**config.mk**
```make
export PLATFORM = sky130hd
export DESIGN_NAME = quad_speed_estimator
export DESIGN_NICKNAME = d
export VERILOG_FILES = /design/src/rtl/quad_pkg.sv /design/src/rtl/quad_period_timer.sv /design/src/rtl/quad_speed_estimator.sv
export SDC_FILE = /design/constraint.sdc
export NUM_CORES = 1
export LEC_CHECK = 0
export CORE_MARGIN = 2
export CORE_UTILIZATION = 55
export DETAILED_ROUTE_END_ITERATION = 16
export HOLD_SLACK_MARGIN = 0.06
export PLACE_DENSITY = 0.77
export RECOVER_POWER = 50
export REMOVE_ABC_BUFFERS = 1
export SYNTH_ARGS = -nofsm -noshare
export SYNTH_HDL_FRONTEND = slang
export SYNTH_SLANG_ARGS = --single-unit
```
**constraint.sdc**
```tcl
create_clock -name clk -period 5.1 [get_ports clk]
set_clock_uncertainty 0.15 [all_clocks]
set_input_delay 1.02 -clock clk [delete_from_list [all_inputs] [get_ports clk]]
set_output_delay 1.02 -clock clk [all_outputs]
set_load 0.005 [all_outputs]
```
**src/rtl/quad_pkg.sv**
```systemverilog
// Shared types and helpers for the quadrature speed estimator.
package quad_pkg;

    localparam int VEL_W_DEF = 16;
    localparam int PER_W_DEF = 24;

    localparam logic [0:0] PRIME = 1'b0;
    localparam logic [0:0] RUN   = 1'b1;

    localparam logic [0:0] SYNC = 1'b0;
    localparam logic [0:0] MEAS = 1'b1;

    // Clamp a signed 32-bit delta into a w-bit signed range; caller truncates.
    function automatic logic [31:0] sat_signed(input logic [31:0] d, input int w);
        logic signed [31:0] ds;
        logic signed [31:0] hi;
        logic signed [31:0] lo;
        ds = signed'(d);
        hi = (32'sd1 <<< (w - 1)) - 32'sd1;
        lo = -hi - 32'sd1;
        if (ds > hi) return hi;
        if (ds < lo) return lo;
        return ds;
    endfunction

endpackage

```
**src/rtl/quad_period_timer.sv**
```systemverilog
// Edge-to-edge period measurement with stall detection.
module quad_period_timer
    import quad_pkg::*;
#(
    parameter int PER_W       = PER_W_DEF,
    parameter int TIMEOUT_CYC = 10000000
) (
    input  logic             clk,
    input  logic             rst,
    input  logic [31:0]      cnt,
    output logic [PER_W-1:0] period,
    output logic             period_valid,
    output logic             stalled
);

    localparam logic [PER_W-1:0] TO = PER_W'(TIMEOUT_CYC);

    logic [0:0]       state;
    logic [31:0]      cnt_q;
    logic [PER_W-1:0] per_cnt;
    logic             chg;

    assign chg = (cnt != cnt_q);

    always_ff @(posedge clk) begin
        if (rst) begin
            state        <= SYNC;
            cnt_q        <= '0;
            per_cnt      <= '0;
            period       <= '0;
            period_valid <= 1'b0;
            stalled      <= 1'b0;
        end else begin
            cnt_q        <= cnt;
            period_valid <= 1'b0;
            if (state == SYNC) begin
                // First change only opens a measurement; its interval is partial.
                if (chg) begin
                    per_cnt <= PER_W'(1);
                    state   <= MEAS;
                    stalled <= 1'b0;
                end else if (per_cnt < TO) begin
                    per_cnt <= per_cnt + 1'b1;
                end else if (!stalled) begin
                    stalled      <= 1'b1;
                    period       <= '1;
                    period_valid <= 1'b1;
                end
            end else begin
                if (chg) begin
                    period       <= per_cnt;
                    period_valid <= 1'b1;
                    per_cnt      <= PER_W'(1);
                end else if (per_cnt >= TO) begin
                    stalled      <= 1'b1;
                    period       <= '1;
                    period_valid <= 1'b1;
                    state        <= SYNC;
                end else begin
                    per_cnt <= per_cnt + 1'b1;
                end
            end
        end
    end

endmodule

```
**src/rtl/quad_speed_estimator.sv**
```systemverilog
// Fixed-window velocity and edge-period estimator fed by the decoder count.
module quad_speed_estimator
    import quad_pkg::*;
#(
    parameter int SAMPLE_DIV  = 100000,
    parameter int VEL_W       = VEL_W_DEF,
    parameter int PER_W       = PER_W_DEF,
    parameter int TIMEOUT_CYC = 10000000
) (
    input  logic             clk,
    input  logic             rst,
    input  logic [31:0]      cnt,
    output logic [VEL_W-1:0] vel,
    output logic             vel_valid,
    output logic [PER_W-1:0] period,
    output logic             period_valid,
    output logic             stalled
);

    localparam int DW = $clog2(SAMPLE_DIV);

    logic [DW-1:0] div_cnt;
    logic [0:0]    vstate;
    logic [31:0]   cnt_prev;
    logic          tick;

    assign tick = (div_cnt == DW'(SAMPLE_DIV - 1));

    always_ff @(posedge clk) begin
        if (rst) begin
            div_cnt   <= '0;
            vstate    <= PRIME;
            cnt_prev  <= '0;
            vel       <= '0;
            vel_valid <= 1'b0;
        end else begin
            vel_valid <= 1'b0;
            div_cnt   <= tick ? '0 : div_cnt + 1'b1;
            if (tick) begin
                cnt_prev <= cnt;
                // Modular subtract keeps the delta right across the 2^31 wrap.
                if (vstate == PRIME) begin
                    vstate <= RUN;
                end else begin
                    vel       <= VEL_W'(sat_signed(cnt - cnt_prev, VEL_W));
                    vel_valid <= 1'b1;
                end
            end
        end
    end

    quad_period_timer #(
        .PER_W       (PER_W),
        .TIMEOUT_CYC (TIMEOUT_CYC)
    ) u_period (
        .clk          (clk),
        .rst          (rst),
        .cnt          (cnt),
        .period       (period),
        .period_valid (period_valid),
        .stalled      (stalled)
    );

endmodule

```
# Yosys cells after proc, flatten, opt, wreduce, memory -nomap -nowiden
# Index checks and enable logic that the tools add are counted.
# W data, S select, Z words.
[word_totals] regBits=150 inputBits=34 output_inout_bits=43 word_cells=76
[classes] add_sub_neg=3 order_cmp=4 n_eq_ne=10 muxes=40 bitwise=1 reduce_logical=7
[op_table] operator="$mux W24" n=11
[op_table] operator="$mux W16" n=4
[op_table] operator="$gt A32 B16 Y1 const B" n=1
[op_table] operator="$lt A32 B16 Y1 const B" n=1
[op_table] operator="$ne A32 B32 Y1" n=1
[op_table] operator="$sub A32 B32 Y32" n=1
[op_table] operator="$mux W1" n=25
[op_table] operator="$add A24 B1 Y24 const B" n=1
[op_table] operator="$ge A24 B24 Y1 const B" n=1
[op_table] operator="$lt A24 B24 Y1 const B" n=1
[op_table] operator="$add A17 B1 Y17 const B" n=1
[op_table] operator="$eq A17 B17 Y1 const B" n=1
[op_table] operator="$ne A2 B2 Y1 const B" n=3
[op_table] operator="$ne A3 B3 Y1 const B" n=2
[op_table] operator="$ne A2 B1 Y1 const B" n=2
[op_table] operator="$reduce_and A2 Y1" n=2
[op_table] operator="$reduce_and A4 Y1" n=1
[op_table] operator="$reduce_or A2 Y1" n=2
[op_table] operator="$ne A3 B1 Y1 const B" n=1
[op_table] operator="$reduce_and A3 Y1" n=1
[op_table] operator="$reduce_bool A3 Y1" n=1
[op_table] operator="$not A1 Y1" n=1

# Longest topological paths before layout
# Gate-level depths: netlist of the first run.
[logic_depth] word_depth=12 ltp_mapped=15 ltp_nobuf=14

# By module
# From an unflattened synthesis of the first run, not the netlist that was laid out.
[unflattened] cells_unflattened=918 area_unflattened_um2=8145.3
[by_module_without_submodules] mod="quad_speed_estimator" n_inst=1 cells_per_inst=601 area_per_inst_um2=4805.9 seq_area_each_um2=1341.3
[by_module_without_submodules] mod="quad_period_timer" n_inst=1 cells_per_inst=317 area_per_inst_um2=3339.5 seq_area_each_um2=1661.6

# Worst setup path before layout of the first run
# No wires, ideal clock.
[synth_timing] kind="input to register" startpoint="in cnt[7]" endpoint="reg vel[10]" setup_time_ns=0.081 t_arrival_ns=4.075 required_ns=4.869 slack_ns=0.794 cell_stages=13 path_buffers=1 path_cell_list="ha_1 -> and2_1 -> a221oi_1 -> nor2b_1 -> or3_4 -> a2111oi_4 -> nor2_1 -> xnor2_1 -> or2_2 -> o41ai_4 -> buf_6 -> nand2_1 -> a211oi_2"
[synth_via] elab_chain_cells=9 elab_cells_between_ends=15 cone_classes="add/sub (1); order compare (2); mux (12)"
[synth_lines] element="start, declared" line_no="quad_speed_estimator.sv:12" text="input logic [31:0] cnt,"
[synth_lines] element="$sub A32 B32 Y32 *" line_no="quad_speed_estimator.sv:45" text="vel <= VEL_W'(sat_signed(cnt - cnt_prev, VEL_W));"
[synth_lines] element="$lt A32 B16 Y1" line_no="quad_pkg.sv:22" text="if (ds < lo) return lo;"
[synth_lines] element="$mux W1 (2 in series)" line_no="quad_pkg.sv:22"
[synth_lines] element="$mux W1" line_no="quad_speed_estimator.sv:42" text="if (vstate == PRIME) begin"
[synth_lines] element="$mux W1" line_no="quad_speed_estimator.sv:39" text="if (tick) begin"
[synth_lines] element="$mux W1" line_no="quad_speed_estimator.sv:30" text="if (rst) begin"
[synth_lines] element="$mux W16" line_no="quad_pkg.sv:23" text="return ds;"
[synth_lines] element="$mux W16 *" line_no="quad_pkg.sv:22"
[synth_lines] element="end signal, assigned" line_no="quad_speed_estimator.sv:45"
[synth_lines] element="end, declared" line_no="quad_speed_estimator.sv:13" text="output logic [VEL_W-1:0] vel,"
# Mark *: on every way between the ends. The rest lies on a longest branch, timed or not. The select of a mux whose other input is x is not followed.
# A chain may end at the register's enable or synchronous reset.

# Final worst setup path of the first run
[layout_timing] startpoint="in cnt[0]" endpoint="reg vel[2]"
# Same word-level chain as after synthesis.

==> results of run 1 <==
cells in the final DEF, fill, tap and decap left out, types with 3 or more instances in the layout:
cell and instances:
a211o_1 3, a211oi_1 11, a211oi_2 10, a21o_1 10
a21oi_1 74, a31oi_1 3, and2_1 6, and3_1 6
and4_1 8, buf_4 25, clkbuf_1 5, clkbuf_16 17
clkdlybuf4s50_1 33, dfxtp_1 150, dlygate4sd3_1 42, ha_1 34
inv_1 47, inv_6 7, nand2_1 122, nand2b_1 9
nand3_1 23, nand3b_1 5, nand4_1 26, nor2_1 133
nor2b_1 35, nor3_1 35, nor4_1 5, nor4b_1 3
o211ai_1 5, o21a_1 9, o21ai_0 24, o31ai_1 3
or3_1 8, xnor2_1 61, xor2_1 28
sequential cells by signal, summed over array words and instances (netlist names):
name,count
u_period.period_valid,1
u_period.cnt_q,32
cnt_prev,32
u_period.stalled,1
vel_valid,1
vel,16
u_period.state,1
u_period.per_cnt,24
u_period.period,24
vstate,1
div_cnt,17
cell usage after synthesis (all sizes together) (6+ instances only):
cell and number:
nor3 35, nor2 133, nand2b 9, or3 9, nor2b 35, xor2 28
and4 8, a211oi 21, nand3 23, o31ai 6, a21oi 75, a21o 10
o21ai 26, nand4 26, o21a 9, buf 11, xnor2 61, nand2 122
dfxtp 150, inv 47, and3 6, ha 34, clkbuf 38, and2 7
layout make-up:
type                       count  area [sq um]  share of cell area
clock buffer                  19           433              0.0457
tap                          180           225              0.0238
inverter                      47           176              0.0186
sequential                   150          3000               0.317
timing repair buffer         105           990               0.105
multi-input combinational    737          4530               0.478
clock inverter                13           110              0.0116
kinds of logic after synthesis:
family,Yosys count,share of synthesized area
AND/OR/NAND/NOR,432,0.258
AO/OA/AOI/OAI,180,0.158
flip-flops,150,0.379
buffers and inverters,96,0.0492
XOR/XNOR,89,0.0985
adder cells (fa/ha/maj),35,0.0563
multiplexers,1,0.00126
through the flow:
stage | setup slack, ns | instances | power [mW]
final | 0.297 | 1251 | 2.73
after detailed placement | 0.0471 | 1219 | 1.58
after CTS | 0.476 | 1251 | 2.75
after global routing | 0.0916 | 1251 | 2.83
after global placement | 0.110 | 1219 | 1.58
after floorplan | 0.693 | 934 | 1.44
worst paths after layout:
path,from,endpoint,cells after the start
worst min register to register,cnt_prev[11],cnt_prev[11],2
worst max register to register,cnt_prev[2],vel[2],14
worst max-delay path,cnt[0],vel[2],16
worst min-delay path,cnt_prev[11],cnt_prev[11],2
where the power goes:
| group | leakage (nW) | total, mW | switching [mW] | internal [mW] |
|---|---|---|---|---|
| Sequential | 1.22 | 1.21 | 0.0126 | 1.20 |
| Combinational | 1.98 | 0.348 | 0.191 | 0.157 |
| Clock | 0.262 | 1.17 | 0.535 | 0.636 |
| Total | 3.46 | 2.73 | 0.739 | 1.99 |
layer usage:
metal | up-vias | global-route usage
met5 | - | 0
met4 | 0 | 0.0604
met3 | 24 | 0.0586
met2 | 154 | 0.430
met1 | 3300 | 0.331
li1 | 3498 | -
critical path: stages:
cell,delay [ns]
dlygate4sd3_1,0.58
inv_1,0.09
ha_1,0.17
fa_1,0.21
nor2b_1,0.07
o2111ai_1,0.32
a21oi_1,0.17
or3_4,0.45
a2111oi_4,0.38
nor2_1,0.13
xnor2_1,0.16
or2_2,0.33
o41ai_4,0.39
buf_12,0.19
nand2_1,0.06
a211oi_1,0.24
==> summary.md, run 1 <==
| Metric | Value |
|---|---|
| Outcome | `finished, violations left` |
| Violated checks | `max-capacitance violations, max-slew violations` |
| Vias | `6976` |
| Nets | `1127` |
| Routed wl met3 | `868 um` |
| Synth area leaders | `dfxtp_1 (38%), xnor2_1 (6.8%), nor2_1 (6.3%), nand2_1 (5.8%), ha_1 (5.4%)` |
| Share of cells above drive strength 1 | `0.0756` |
| Vias per inst | `5.58` |
| Total gr overflow | `0` |
| Crit Path Max Fanout | `15` |
| Cts bufs inserted | `17` |
| Main synth FF type | `dfxtp_1` |
| Mapped Area | `7910 sq um` |
| Max_slew headroom | `-0.824` |
| GPL Wtd Cong | `0.911` |
| Die X | `124 um` |
| CTS root buffer | `clkbuf_16` |
| Worst Max-Slew Pin Slew | `2.74 ns` |
| Utilization after layout | `0.677` |
| I/O pins | `77` |
| Maximum clock rate | `0.208 GHz` |
| Max Slew Vio Count | `133` |
| Skew-Pair Late Insertion Delay | `0.43 ns` |
| RSZ-0062 raised after global routing | `false` |
| Synthesized area per cell | `8.05 sq um` |
| Area grow syn2layout | `19.6%` |
| Min cycle time layout | `4.80 ns` |
| Setup TNS Final | `0 ns` |
| Clock sinks | `150` |
| Worst-path clk slew | `0.06 ns` |
| Final hold vios | `0` |
| Vias in the first global route | `6370` |
| Final period util | `0.942` |
| Cell variety after synth | `66` |
| Async S/R FF share, synth | `0` |
| LEAKAGE | `3.46 nW` |
| Synth top area share | `0.379` |
| Post-cts resize count | `0` |
| Crit path DAT | `4.99 ns` |
| Placement Cell Area | `8930 sq um` |
| Worst Hold Class | `reg2reg` |
| PwrDens | `288 nW/um^2` |
| #FFs+latches synth | `150` |
| Initial Utilization | `0.566` |
| Layout fillers | `1180` |
| Routed wl met2 | `9020 um` |
| CP startpoint kind | `input port` |
| Remaining DRCs | `0` |
| Input/output buffers | `76` |
| Starting DRT DRC Count | `428` |
| WL met1 | `8700 um` |
| Synth Warn # | `0` |
| All-Layer GR Usage | `0.255` |
| First-pass GRT wire length | `30700 um` |
| Dpl hpwl | `13400 um` |
| Core ar. | `14000 sq um` |
| CP required | `5.29 ns` |
| WL/cell | `15.0 um` |
| Pin count of the biggest net entering global routing | `64` |
| H-tree depth | `4` |
| Nature of the critical path endpoint | `flip-flop` |
| Endpoints failing setup | `0` |
| Routed WL | `18800 um` |
| Reg2reg setup slack | `1.17 ns` |
| Pre-antenna DRT Iters | `5` |
| Die area | `15400 sq um` |
| Buffer count from post-CTS setup fixing | `0` |
| Post-synth EDFFs | `0` |
| WS Path Type | `in2reg` |
| Max-cap violations | `3` |
| Die H | `124 um` |
| Final instance area | `9470 sq um` |
| Worst hold slack | `0.302 ns` |
| Row cnt | `43` |
| Top Metal Used | `met4` |
| ANT cells | `0` |
| Synthesized netlist cell count | `983` |
| CTS tree | `done` |
| Antenna violations before repair | `0` |
| CTS Hold Buffers Added | `0` |
| Routed Antenna Nets | `0` |
| Max Buffers Root-to-Sink | `2` |
| Share of the yosys chip area belonging to registers | `0.379` |
| Worst VDD drop | `256 uV` |
| Post-synth top area cell | `dfxtp_1` |
No activity file was read; power rests on OpenSTA's default activity.
==> run 2, diff against run 1 <==
- SKIP_CTS_REPAIR_TIMING: default -> 1
- TNS_END_PERCENT: default -> 30
==> results of run 2 <==
Same layout as run 1: the final DEF is identical, and so are final timing and power.
==> run 3, diff against run 2 <==
- DONT_BUFFER_PORTS: default -> 1
- PLACE_DENSITY: 0.77 -> 0.76
- RECOVER_POWER: 50 -> 100
==> run 3 against run 2 <==
  * The run still ends with max-capacitance violations, max-slew violations left
  * Via count fell by 7.1%
  * Power increased by 0.47%
  * Combinational power shrank 27%
  * Flip-flop and latch count did not move
  * Register-to-register slack lost 0.24 ns
  * Wire length down 3.3%
  * Clock power rose by 9%
  * Hold slack worse by 0.0029 ns
  * Die area did not move
  * Cell count is 8.0% lower
  * Setup slack better by 0.40 ns
  * Largest cell class unchanged
==> summary.md, run 3 (synthesis gave the netlist of run 1 again) <==
| Metric | Value |
|---|---|
| Outcome | `finished, violations left (unchanged)` |
| Violated checks | `max-capacitance violations, max-slew violations (unchanged)` |
| Worst VDD drop | `255 uV (was 256 uV)` |
| Worst Hold Class | `reg2reg (unchanged)` |
| Starting DRT DRC Count | `511 (was 428)` |
| Max_slew headroom | `-0.168 (was -0.824)` |
| Dpl hpwl | `12800 um (was 13400 um)` |
| Crit path DAT | `4.59 ns (was 4.99 ns)` |
| Pre-antenna DRT Iters | `5 (unchanged)` |
| Crit path buf inv count | `1 (was 3)` |
| ANT cells | `0 (unchanged)` |
| RR Endpoint | `vel[6] (was vel[2])` |
| Setup Slack @ Placement | `0.501 ns (was 0.0471 ns)` |
| LEAKAGE | `2.99 nW (was 3.46 nW)` |
| Final instance area | `8500 sq um (was 9470 sq um)` |
| WL/cell | `15.8 um (was 15.0 um)` |
| Multi-input logic area | `4460 sq um (was 4530 sq um)` |
| Kind of cell adding the most delay to the critical path | `compound AO/OA/AOI/OAI gates (unchanged)` |
| Nature of the critical path endpoint | `flip-flop (unchanged)` |
| Total gr overflow | `0 (unchanged)` |
| Final WS setup | `0.699 ns (was 0.297 ns)` |
| Most frequent cells in the layout | `dfxtp_1 (150), nor2_1 (133), nand2_1 (122) (unchanged)` |
| Most common cell after layout, fill and taps aside | `dfxtp_1 (unchanged)` |
| Remaining DRCs | `0 (unchanged)` |
| Clock sinks | `150 (unchanged)` |
| CP max stage delay | `0.63 ns (was 0.58 ns)` |
| CP startpoint kind | `input port (unchanged)` |
| H-tree depth | `4 (unchanged)` |
| CTS tree | `done (unchanged)` |
| Nets | `1028 (was 1127)` |
| PwrDens | `323 nW/um^2 (was 288 nW/um^2)` |
| Cell breakdown of the critical path | `ha_1 -> o211ai_1 -> a21oi_1 -> o31ai_2 -> a21oi_1 -> o21ai_0 -> o31ai_4 -> xnor2_1 -> or4_1 -> o41ai_1 -> buf_4 -> nand2_1 -> a211oi_1 (was dlygate4sd3_1 -> inv_1 -> ha_1 -> fa_1 -> nor2b_1 -> o2111ai_1 -> a21oi_1 -> or3_4 -> a2111oi_4 -> nor2_1 -> xnor2_1 -> or2_2 -> o41ai_4 -> buf_12 -> nand2_1 -> a211oi_1)` |
| Initial Utilization | `0.566 (unchanged)` |
| Critical path depth | `13 (was 16)` |
| Row cnt | `43 (unchanged)` |
| Hold Crit Endpoint | `cnt_prev[25] (was cnt_prev[11])` |
| Antenna violations before repair | `0 (unchanged)` |
| CTS root buffer | `clkbuf_16 (unchanged)` |
| Pin count of the biggest net entering global routing | `113 (was 64)` |
| WS Path Type | `in2reg (unchanged)` |
| Maximum clock rate | `0.227 GHz (was 0.208 GHz)` |
| Worst hold slack | `0.299 ns (was 0.302 ns)` |
| Max Buffers Root-to-Sink | `2 (unchanged)` |
| Max-cap violations | `2 (was 3)` |
| Final hold vios | `0 (unchanged)` |
| Layout fillers | `1260 (was 1180)` |
| First-pass GRT wire length | `29400 um (was 30700 um)` |
| I/O pins | `77 (unchanged)` |
| CP dominant cell by count | `a21oi_1` |
| Share of cells above drive strength 1 | `0.0463 (was 0.0756)` |
| Reg2reg start | `cnt_prev[2] (unchanged)` |
| Final period util | `0.863 (was 0.942)` |
| Worst-path clk slew | `0.07 ns (was 0.06 ns)` |
| Seq. cell area | `3000 sq um (unchanged)` |
| Worst Max-Slew Pin Slew | `1.75 ns (was 2.74 ns)` |
| Crit Path Max Fanout | `15 (unchanged)` |
| Area grow syn2layout | `7.40% (was 19.6%)` |
| Skew-Pair Late Insertion Delay | `0.43 ns (about the same)` |
| Vias | `6483 (was 6976)` |
| RSZ-0062 raised after global routing | `false (unchanged)` |
| Vias per inst | `5.63 (was 5.58)` |
| Input/output buffers | `0 (was 76)` |
| Placement Cell Area | `7980 sq um (was 8930 sq um)` |
| All-Layer GR Usage | `0.245 (was 0.255)` |
| Slowest-stage cell, CP | `o21ai_0 (was dlygate4sd3_1)` |
| Routed WL | `18200 um (was 18800 um)` |
| Min cycle time layout | `4.40 ns (was 4.80 ns)` |
| GPL Wtd Cong | `0.935 (was 0.911)` |
| Hold depth | `2 (unchanged)` |
| Hold_sp | `cnt_prev[25] (was cnt_prev[11])` |
| Worst r2r path cells | `14 (unchanged)` |
| Setup TNS Final | `0 ns (unchanged)` |
| Endpoints failing setup | `0 (unchanged)` |
| Vias in the first global route | `5938 (was 6370)` |
| Die area | `15400 sq um (unchanged)` |
| Worst Setup SP | `cnt[2] (was cnt[0])` |
| Max Slew Vio Count | `69 (was 133)` |
| Core ar. | `14000 sq um (unchanged)` |
| Routed Antenna Nets | `0 (unchanged)` |
| Die X | `124 um (unchanged)` |
| Reg2reg setup slack | `0.93 ns (was 1.17 ns)` |
| Biggest regs | `cnt_prev (32), u_period.cnt_q (32) (unchanged)` |
| CP required | `5.29 ns (about the same)` |
| Die H | `124 um (unchanged)` |
| Cts bufs inserted | `17 (unchanged)` |
-- run 3: cell types whose count changed in the layout (fill, tap and decap cells not counted), moves of 2 or more --
| cell | delta |
|---|---|
| dlygate4sd3_1 | -42 |
| clkdlybuf4s50_1 | -33 |
| buf_4 | -22 |
| a211oi_1 | +7 |
| a211oi_2 | -7 |
| inv_6 | -4 |
| buf_12 | -2 |
| bufinv_16 | +2 |
| clkbuf_1 | -2 |
| clkinv_4 | +2 |
| clkinvlp_4 | -2 |
-- run 3: metal layers --
metal  wire (um)  global-route usage  share of wire  up-vias
li1            -                   -              -     3289
met1        8280               0.316           0.46     3016
met2        8620               0.398           0.47      156
met3         924              0.0710          0.051       22
met4         348              0.0751          0.019        0
met5           0                   0              0        -
-- run 3: layout make-up --
class                      instances  share of cell area
sequential                       150               0.353
clock buffer                      18              0.0517
clock inverter                    13              0.0194
multi-input combinational        737               0.524
tap                              180              0.0265
inverter                          47              0.0208
timing repair buffer               6             0.00397
-- run 3: how the worst max path moves through the flow --
stage              to  slack, ns
2_1_floorplan  vel[7]       0.69
3_3_place_gp   vel[7]       0.55
3_5_place_dp   vel[1]       0.50
4_1_cts        vel[7]       0.92
5_1_grt        vel[7]       0.48
6_report       vel[6]       0.70
-- run 3: power by group --
part | total (mW) | switching (mW) | internal, mW
Clock | 1.28 | 0.528 | 0.748
Sequential | 1.21 | 0.0155 | 1.20
Combinational | 0.253 | 0.145 | 0.109
Total | 2.74 | 0.688 | 2.05
-- run 3: worst reg2reg max path: stages, from the launching register on --
cell and delay (ns):
dfxtp_1 0.33, inv_1 0.04, ha_1 0.32, o211ai_1 0.18, a21oi_1 0.11, o31ai_2 0.44, a21oi_1 0.18, o21ai_0 0.63
o31ai_4 0.10, xnor2_1 0.17, or4_1 0.52, o41ai_1 0.31, buf_4 0.29, nand2_1 0.09, a211oi_1 0.23
-- run 3: through the flow --
stage / total power [mW] / util / std cells
finish: 2.74 / 0.608 / 1151
global route: 2.84 / 0.608 / 1151
CTS: 2.76 / 0.614 / 1151
detailed placement: 1.49 / 0.570 / 1120
global placement: 1.49 / 0.570 / 1120
floorplan: 1.44 / - / 934
